## config.mk

```make
export PLATFORM = sky130hd
export DESIGN_NAME = piso_serializer_8bit
export DESIGN_NICKNAME = d
export VERILOG_FILES = /design/src/rtl/piso_serializer_8bit.sv
export SDC_FILE = /design/constraint.sdc
export NUM_CORES = 1
export LEC_CHECK = 0
export BUFFER_PORTS_ARGS = -buffer_cell sky130_fd_sc_hd__buf_4
export CAP_MARGIN = 20
export CORE_UTILIZATION = 45
export DETAILED_ROUTE_END_ITERATION = 8
export PLACE_DENSITY_LB_ADDON = 0.25
export SLEW_MARGIN = 20
export SYNTH_ARGS = -nofsm -noshare
export SYNTH_HDL_FRONTEND = slang
export SYNTH_SLANG_ARGS = --single-unit
```

## constraint.sdc

```tcl
create_clock -name CLK -period 3.4 [get_ports CLK]
set_input_delay 0.17 -clock CLK [delete_from_list [all_inputs] [get_ports CLK]]
set_output_delay 0.17 -clock CLK [all_outputs]
set_load 0.01 [all_outputs]
```

## src/rtl/piso_serializer_8bit.sv

```systemverilog
// Purpose: parallel-in/serial-out shifter with Load/Ready capture and Busy/Done frame status; optional parity bit via PISO_PARITY_EN.
// Latency: first bit on Sout the cycle after acceptance; Done pulses WIDTH*BIT_CYCLES+1 cycles after acceptance (+BIT_CYCLES with parity).
// Backpressure: Ready is high only in IDLE; a Load seen while Ready=0 is dropped, not queued.
module piso_serializer_8bit #(
  parameter int WIDTH      = 8,
  parameter int BIT_CYCLES = 4,
  parameter int LSB_FIRST  = 1
) (
  input  logic             CLK,
  input  logic             Asynch_clr_n,
  input  logic [WIDTH-1:0] D,
  input  logic             Load,
  output logic             Ready,
  output logic             Sout,
  output logic             Busy,
  output logic             Done
);

  localparam int DW = (BIT_CYCLES > 1) ? $clog2(BIT_CYCLES) : 1;
  localparam int BW = (WIDTH > 1) ? $clog2(WIDTH) : 1;
  localparam logic [DW-1:0] DIV_LAST = DW'(BIT_CYCLES - 1);
  localparam logic [DW-1:0] DIV_ONE  = DW'(1);
  localparam logic [BW-1:0] BIT_LAST = BW'(WIDTH - 1);
  localparam logic [BW-1:0] BIT_ONE  = BW'(1);

`ifdef PISO_PARITY_EN
  typedef enum logic [1:0] {S_IDLE = 2'd0, S_SHIFT = 2'd1, S_PARITY = 2'd2, S_DONE = 2'd3} state_t;
`else
  typedef enum logic [1:0] {S_IDLE = 2'd0, S_SHIFT = 2'd1, S_DONE = 2'd3} state_t;
`endif

  state_t           state, state_nxt;
  logic [WIDTH-1:0] shreg;
  logic [DW-1:0]    div_cnt;
  logic [BW-1:0]    bit_cnt;
  logic             sout_q;
  logic             div_last;
  logic             bit_last;
`ifdef PISO_PARITY_EN
  logic             par_q;
`endif

  assign div_last = (div_cnt == DIV_LAST);
  assign bit_last = (bit_cnt == BIT_LAST);
  assign Sout     = sout_q;

  // State register; reset aborts any frame in progress.
  always_ff @(posedge CLK or negedge Asynch_clr_n) begin
    if (!Asynch_clr_n) state <= S_IDLE;
    else               state <= state_nxt;
  end

  // Next-state and status outputs decoded from the current state.
  always_comb begin
    state_nxt = state;
    Ready     = 1'b0;
    Busy      = 1'b0;
    Done      = 1'b0;
    case (state)
      S_IDLE: begin
        Ready = 1'b1;
        if (Load) state_nxt = S_SHIFT;
      end
      S_SHIFT: begin
        Busy = 1'b1;
        if (div_last && bit_last) begin
`ifdef PISO_PARITY_EN
          state_nxt = S_PARITY;
`else
          state_nxt = S_DONE;
`endif
        end
      end
`ifdef PISO_PARITY_EN
      S_PARITY: begin
        Busy = 1'b1;
        if (div_last) state_nxt = S_DONE;
      end
`endif
      S_DONE: begin
        Done      = 1'b1;
        state_nxt = S_IDLE;
      end
      default: state_nxt = S_IDLE;
    endcase
  end

  // Datapath: capture on acceptance, hold each bit BIT_CYCLES clocks, idle high.
  always_ff @(posedge CLK or negedge Asynch_clr_n) begin
    if (!Asynch_clr_n) begin
      shreg   <= '0;
      div_cnt <= '0;
      bit_cnt <= '0;
      sout_q  <= 1'b1;
`ifdef PISO_PARITY_EN
      par_q   <= 1'b0;
`endif
    end else begin
      case (state)
        S_IDLE: begin
          sout_q <= 1'b1;
          if (Load) begin
            shreg   <= D;
            div_cnt <= '0;
            bit_cnt <= '0;
            sout_q  <= (LSB_FIRST != 0) ? D[0] : D[WIDTH-1];
`ifdef PISO_PARITY_EN
            par_q   <= ^D;
`endif
          end
        end
        S_SHIFT: begin
          if (div_last) begin
            div_cnt <= '0;
            if (bit_last) begin
              bit_cnt <= '0;
`ifdef PISO_PARITY_EN
              sout_q  <= par_q;
`else
              sout_q  <= 1'b1;
`endif
            end else begin
              bit_cnt <= bit_cnt + BIT_ONE;
              // The head of the register is the bit now on Sout; its neighbour goes next.
              shreg   <= (LSB_FIRST != 0) ? (shreg >> 1) : (shreg << 1);
              sout_q  <= (LSB_FIRST != 0) ? shreg[1] : shreg[WIDTH-2];
            end
          end else begin
            div_cnt <= div_cnt + DIV_ONE;
          end
        end
`ifdef PISO_PARITY_EN
        S_PARITY: begin
          if (div_last) begin
            div_cnt <= '0;
            sout_q  <= 1'b1;
          end else begin
            div_cnt <= div_cnt + DIV_ONE;
          end
        end
`endif
        default: sout_q <= 1'b1;
      endcase
    end
  end

endmodule

```

Word-level counts from Yosys, hierarchy flattened --
Index checks and enable logic that the tools add are counted.
Word-level totals: logic and storage cells 43, output and inout port bits 4, bits in registers 16
Cells by class: add/subtract/negate cells 2, equality and inequality tests 8, reduce and logical (&&, ||, !) cells 7, multiplexer cells 21
Operators with widths (count):
- $mux 8 | 3
- $pmux 8 s2 | 1
- $mux 3 | 3
- $mux 2 | 4
- $ne 2x2->1 const B | 4
- $pmux 2 s2 | 2
- $mux 1 | 6
- $pmux 3 s2 | 1
- $eq 2x2->1 const B | 2
- $reduce_and 2->1 | 2
- $reduce_and 4->1 | 1
- $add 3x1->3 const B | 1
- $eq 3x3->1 const B | 1
- $reduce_and 3->1 | 1
- $add 2x1->2 const B | 1
- $eq 2x1->1 const B | 1
- $logic_not 2->1 | 1
- $pmux 1 s2 | 1
- $reduce_bool 2->1 | 1
- $logic_and 1x1->1 | 1

Logic depth before layout (Yosys ltp) --
depth after elaboration 4, gate-level depth with buffers 6, gate-level depth less buffers 5

Least setup slack after synthesis --
OpenSTA, ideal clock, no wires.
kind reg2reg, start point reg bit_cnt[0], end point reg shreg[1], period minus slack after synthesis 1.547 ns, arrival 1.422 ns, buffers on the path 1, setup time 0.125 ns, required time 3.275 ns, setup slack 1.853 ns, cell stages (with the launch flop) 7, path through dfrtp_1 > ha_1 > ha_1 > inv_1 > a32o_2 > buf_6 > mux2_4
On the way: word-level cells in the longest chain between the ends 3
Ends and longest elaborated chain:
- start, declared | line 35 | logic [BW-1:0] bit_cnt;
- start signal, assigned | line 123 | bit_cnt <= bit_cnt + BIT_ONE;
- $eq 3x3->1 | line 44 | assign bit_last = (bit_cnt == BIT_LAST);
- $ne 2x2->1 (no line)
- $reduce_and 4->1 (no line)
- end signal, assigned | line 125 | shreg <= (LSB_FIRST != 0) ? (shreg >> 1) : (shreg << 1);
- end, declared | line 33 | logic [WIDTH-1:0] shreg;
Every way passes these cells. A chain may end at the register's enable or synchronous reset.

Final worst setup path --
start point reg bit_cnt[0], end point reg shreg[4]
Same word-level chain as after synthesis.

==> results by group <==
Status
  – Status: finished clean

Detailed routing
  – WL/cell: about 14 um
  – DRT Pass-1 Iters: 6
  – Drc violations: 0
  – DRT iter0 DRCs: 7
  – Antenna violation net count after detailed routing: 0
  – Total number of vias: 529
  – Routed wire length: 1.34 mm
  – Via density per instance: 5.57

Die
  – Core ar.: 1580 um2
  – Die area: 1920 um2
  – Die Height: 43.9 um
  – IO Pins: 15
  – Initial Util: 0.500
  – Standard-cell rows: 14
  – Die X: 43.9 um

Worst setup path
  – FF-to-FF End: shreg[4]
  – Reg2Reg Depth: 5
  – Register-to-register setup slack: 1.71 ns
  – Worst Setup Path Type: reg -> reg
  – FF-to-FF Start: bit_cnt[0]
  – CP Data Arrival Time: ~1.9 ns
  – Crit path capture type: register
  – Top cell by count, worst path: ha_1
  – CP delay by family, top: adder cells
  – WP data required: 3.57 ns
  – Slowest cell on crit path: dfrtp_1
  – CP max FO: 7
  – Slowest Stage Delay on Critical Path: 0.42 ns
  – CP startpoint kind: register
  – Cell breakdown of the critical path: ha_1 > ha_1 > inv_1 > a32o_2 > mux2_4
  – CP bufs+invs: 1

Clock network
  – CTS tree: built
  – Cts bufs inserted: 3
  – Post_cts resized: 0
  – CTS Sinks: 15
  – Post-CTS Setup Bufs: 0
  – Clk pin slew, worst setup/hold paths: 0.09 ns
  – Root cell of the clock tree: clkbuf_4
  – CTS H-Tree Depth: 1
  – Maximum buffer depth of the clock tree: 2
  – Skew-Pair Late Insertion Delay: 0.28 ns

STA
  – Final Cycle Share: 0.498
  – Clock Skew: 0.00750 ns
  – Worst Tran Pin Value: 0.290 ns
  – Max-Slew Margin vs Limit: 0.805
  – Setup_tns: 0 ns
  – Setup-failing EPs final: 0
  – Unrepaired setup endpoints after global routing: no
  – Max Clk Rate: between 0.5 and 0.6 GHz
  – Final hold vios: 0
  – Slew Viols, Final: 0
  – Crit path time final: 1.69 ns
  – Setup ws final: 1.71 ns

Global routing
  – GRT overflow: 0
  – Number of global-route vias before repair: 516
  – First-pass GRT wire length: 2.26 mm
  – Total track usage: 0.166
  – Pin count of the biggest net entering global routing: 16
  – Antenna violations before repair: 0

Cells and area
  – ANT cells: 0
  – Synth-to-Final Area Change: 17.1%
  – # nets final: 94
  – Fraction of layout cells with a size suffix above 1: 0.405
  – Fill cells: 130

Synth
  – Sequential-to-total area share from yosys stat: 0.478
  – Post-synth cell types: 26
  – Flops & latches, synth: 15
  – Syn nets: a little under 80
  – Ranking of synthesized cells by area: dfrtp_1 44%, mux2_4 11%, mux2_1 7.1%
  – Cells after Synth: 63
  – Post-synth top area cell: dfrtp_1
  – Synth Cell Area: roughly 790 um2
  – Yosys warning count: 0
  – Post-Syn Area per Cell: 12.5 um2
  – Synth top area share: 0.444

Place
  – Port Buf Inserts: 14
  – DP Wirelength: 989 um
  – Worst slack, placed: 1.71 ns
  – Placer Congestion: roughly 0.73

Power and ir drop
  – Max VDD drop: ~0.43 mV
  – PwrDens: slightly below 700 nW/um2
  – Total Power: 0.621 mW
  – Pleak: approximately 0.46 nW

Hold path
  – HP Class: in -> reg
  – Min-Delay Startpoint: D[7]
  – Min-Delay Endpoint: shreg[7]
  – Hold Path Stages: 3

Run
  – Maxcap violations: 0
==> power breakdown <==
group	total, mW	internal, mW	switching [mW]
combinational	0.240	0.143	0.0964
clock	0.100	0.0456	0.0547
sequential	0.281	0.242	0.0385
==> Yosys cell counts <==
cell type	n
dfrtp_1	14
mux2_4	6
mux2_1	5
inv_1	4
o21ai_0	4
ha_1	3
nand2_1	3
a21oi_1	2
a32o_1	2
buf_6	2
nor2_1	2
nor2b_1	2
a22o_2	1
a32o_2	1
and2_2	1
and3_2	1
clkbuf_1	1
dfstp_2	1
inv_4	1
mux2_2	1
nand2b_4	1
nand4_1	1
nor4b_1	1
o21bai_1	1
o31ai_1	1
or3_2	1
==> stage by stage <==
stage           util  cell area (um2)  std cells  hold WS, ns
2_1_floorplan      -              788         63       -0.126
3_3_place_gp   0.563              887         90       0.0341
3_5_place_dp   0.563              887         90       0.0342
4_1_cts        0.586              923         95        0.155
5_1_grt        0.586              923         95        0.189
6_report       0.586              923         95        0.154
==> flip-flops by register name, summed over array words and instances, names as in the netlist <==
name and cells:
Sout 1, bit_cnt 3, div_cnt 2, shreg 7, state 2
==> worst max-delay path by stage <==
stage,cells past startpoint,to,startpoint
6_report,5,shreg[4],bit_cnt[0]
3_3_place_gp,5,shreg[4],bit_cnt[0]
3_5_place_dp,5,shreg[4],bit_cnt[0]
4_1_cts,5,shreg[4],bit_cnt[0]
2_1_floorplan,6,shreg[1],bit_cnt[0]
5_1_grt,5,shreg[4],bit_cnt[0]
==> worst reg2reg max path, stage by stage, from the launching register on <==
cell     delay, ns
dfrtp_1       0.42
ha_1          0.21
ha_1          0.23
inv_1         0.07
a32o_2        0.32
mux2_4        0.33
==> cells in the final DEF, fill, tap and decap left out, drive strengths merged <==
cell type / n
a32o: 3
and3: 1
inv: 5
clkbuf: 4
mux2: 12
dfstp: 1
o31ai: 1
nor2: 2
a22o: 1
nor2b: 2
nand4: 1
nor4b: 1
dfrtp: 14
o21bai: 1
dlygate4sd3: 1
a21oi: 2
or3: 1
nand2: 3
o21ai: 4
nand2b: 1
ha: 3
buf: 14
and2: 1
==> area by class of cell <==
| type | instances | area [um2] | share of cell area |
|---|---|---|---|
| Timing Repair Buffer | 15 | 115 | 0.125 |
| Sequential cell | 15 | 377 | 0.408 |
| Multi-Input combinational cell | 40 | 364 | 0.394 |
| Tap cell | 16 | 20.0 | 0.0217 |
| Inverter | 5 | 21.3 | 0.0230 |
| Clock buffer | 4 | 26.3 | 0.0285 |
==> logic make-up after synthesis <==
logic type	after synthesis	synth area share
multiplexers	12	0.200
adder cells (fa/ha/maj)	3	0.0476
buffers and inverters	8	0.0603
AO/OA/AOI/OAI	12	0.110
flip-flops	15	0.478
AND/OR/NAND/NOR	13	0.105
==> metal layers <==
layer | global-route usage | routed length [um] | share of wire
met1 | 0.202 | 628 | 0.47
met2 | 0.263 | 622 | 0.47
met4 | 0.0545 | 10 | 0.0075
met3 | 0.0750 | 74 | 0.055
met5 | 0 | 0 | 0
==> what timing repair did <==
item                                    CTS  global route
hold buffers                              1             0
hold endpoints to repair                 15             0
endpoints found under the setup margin    0             0
No activity file was read; power rests on OpenSTA's default activity.
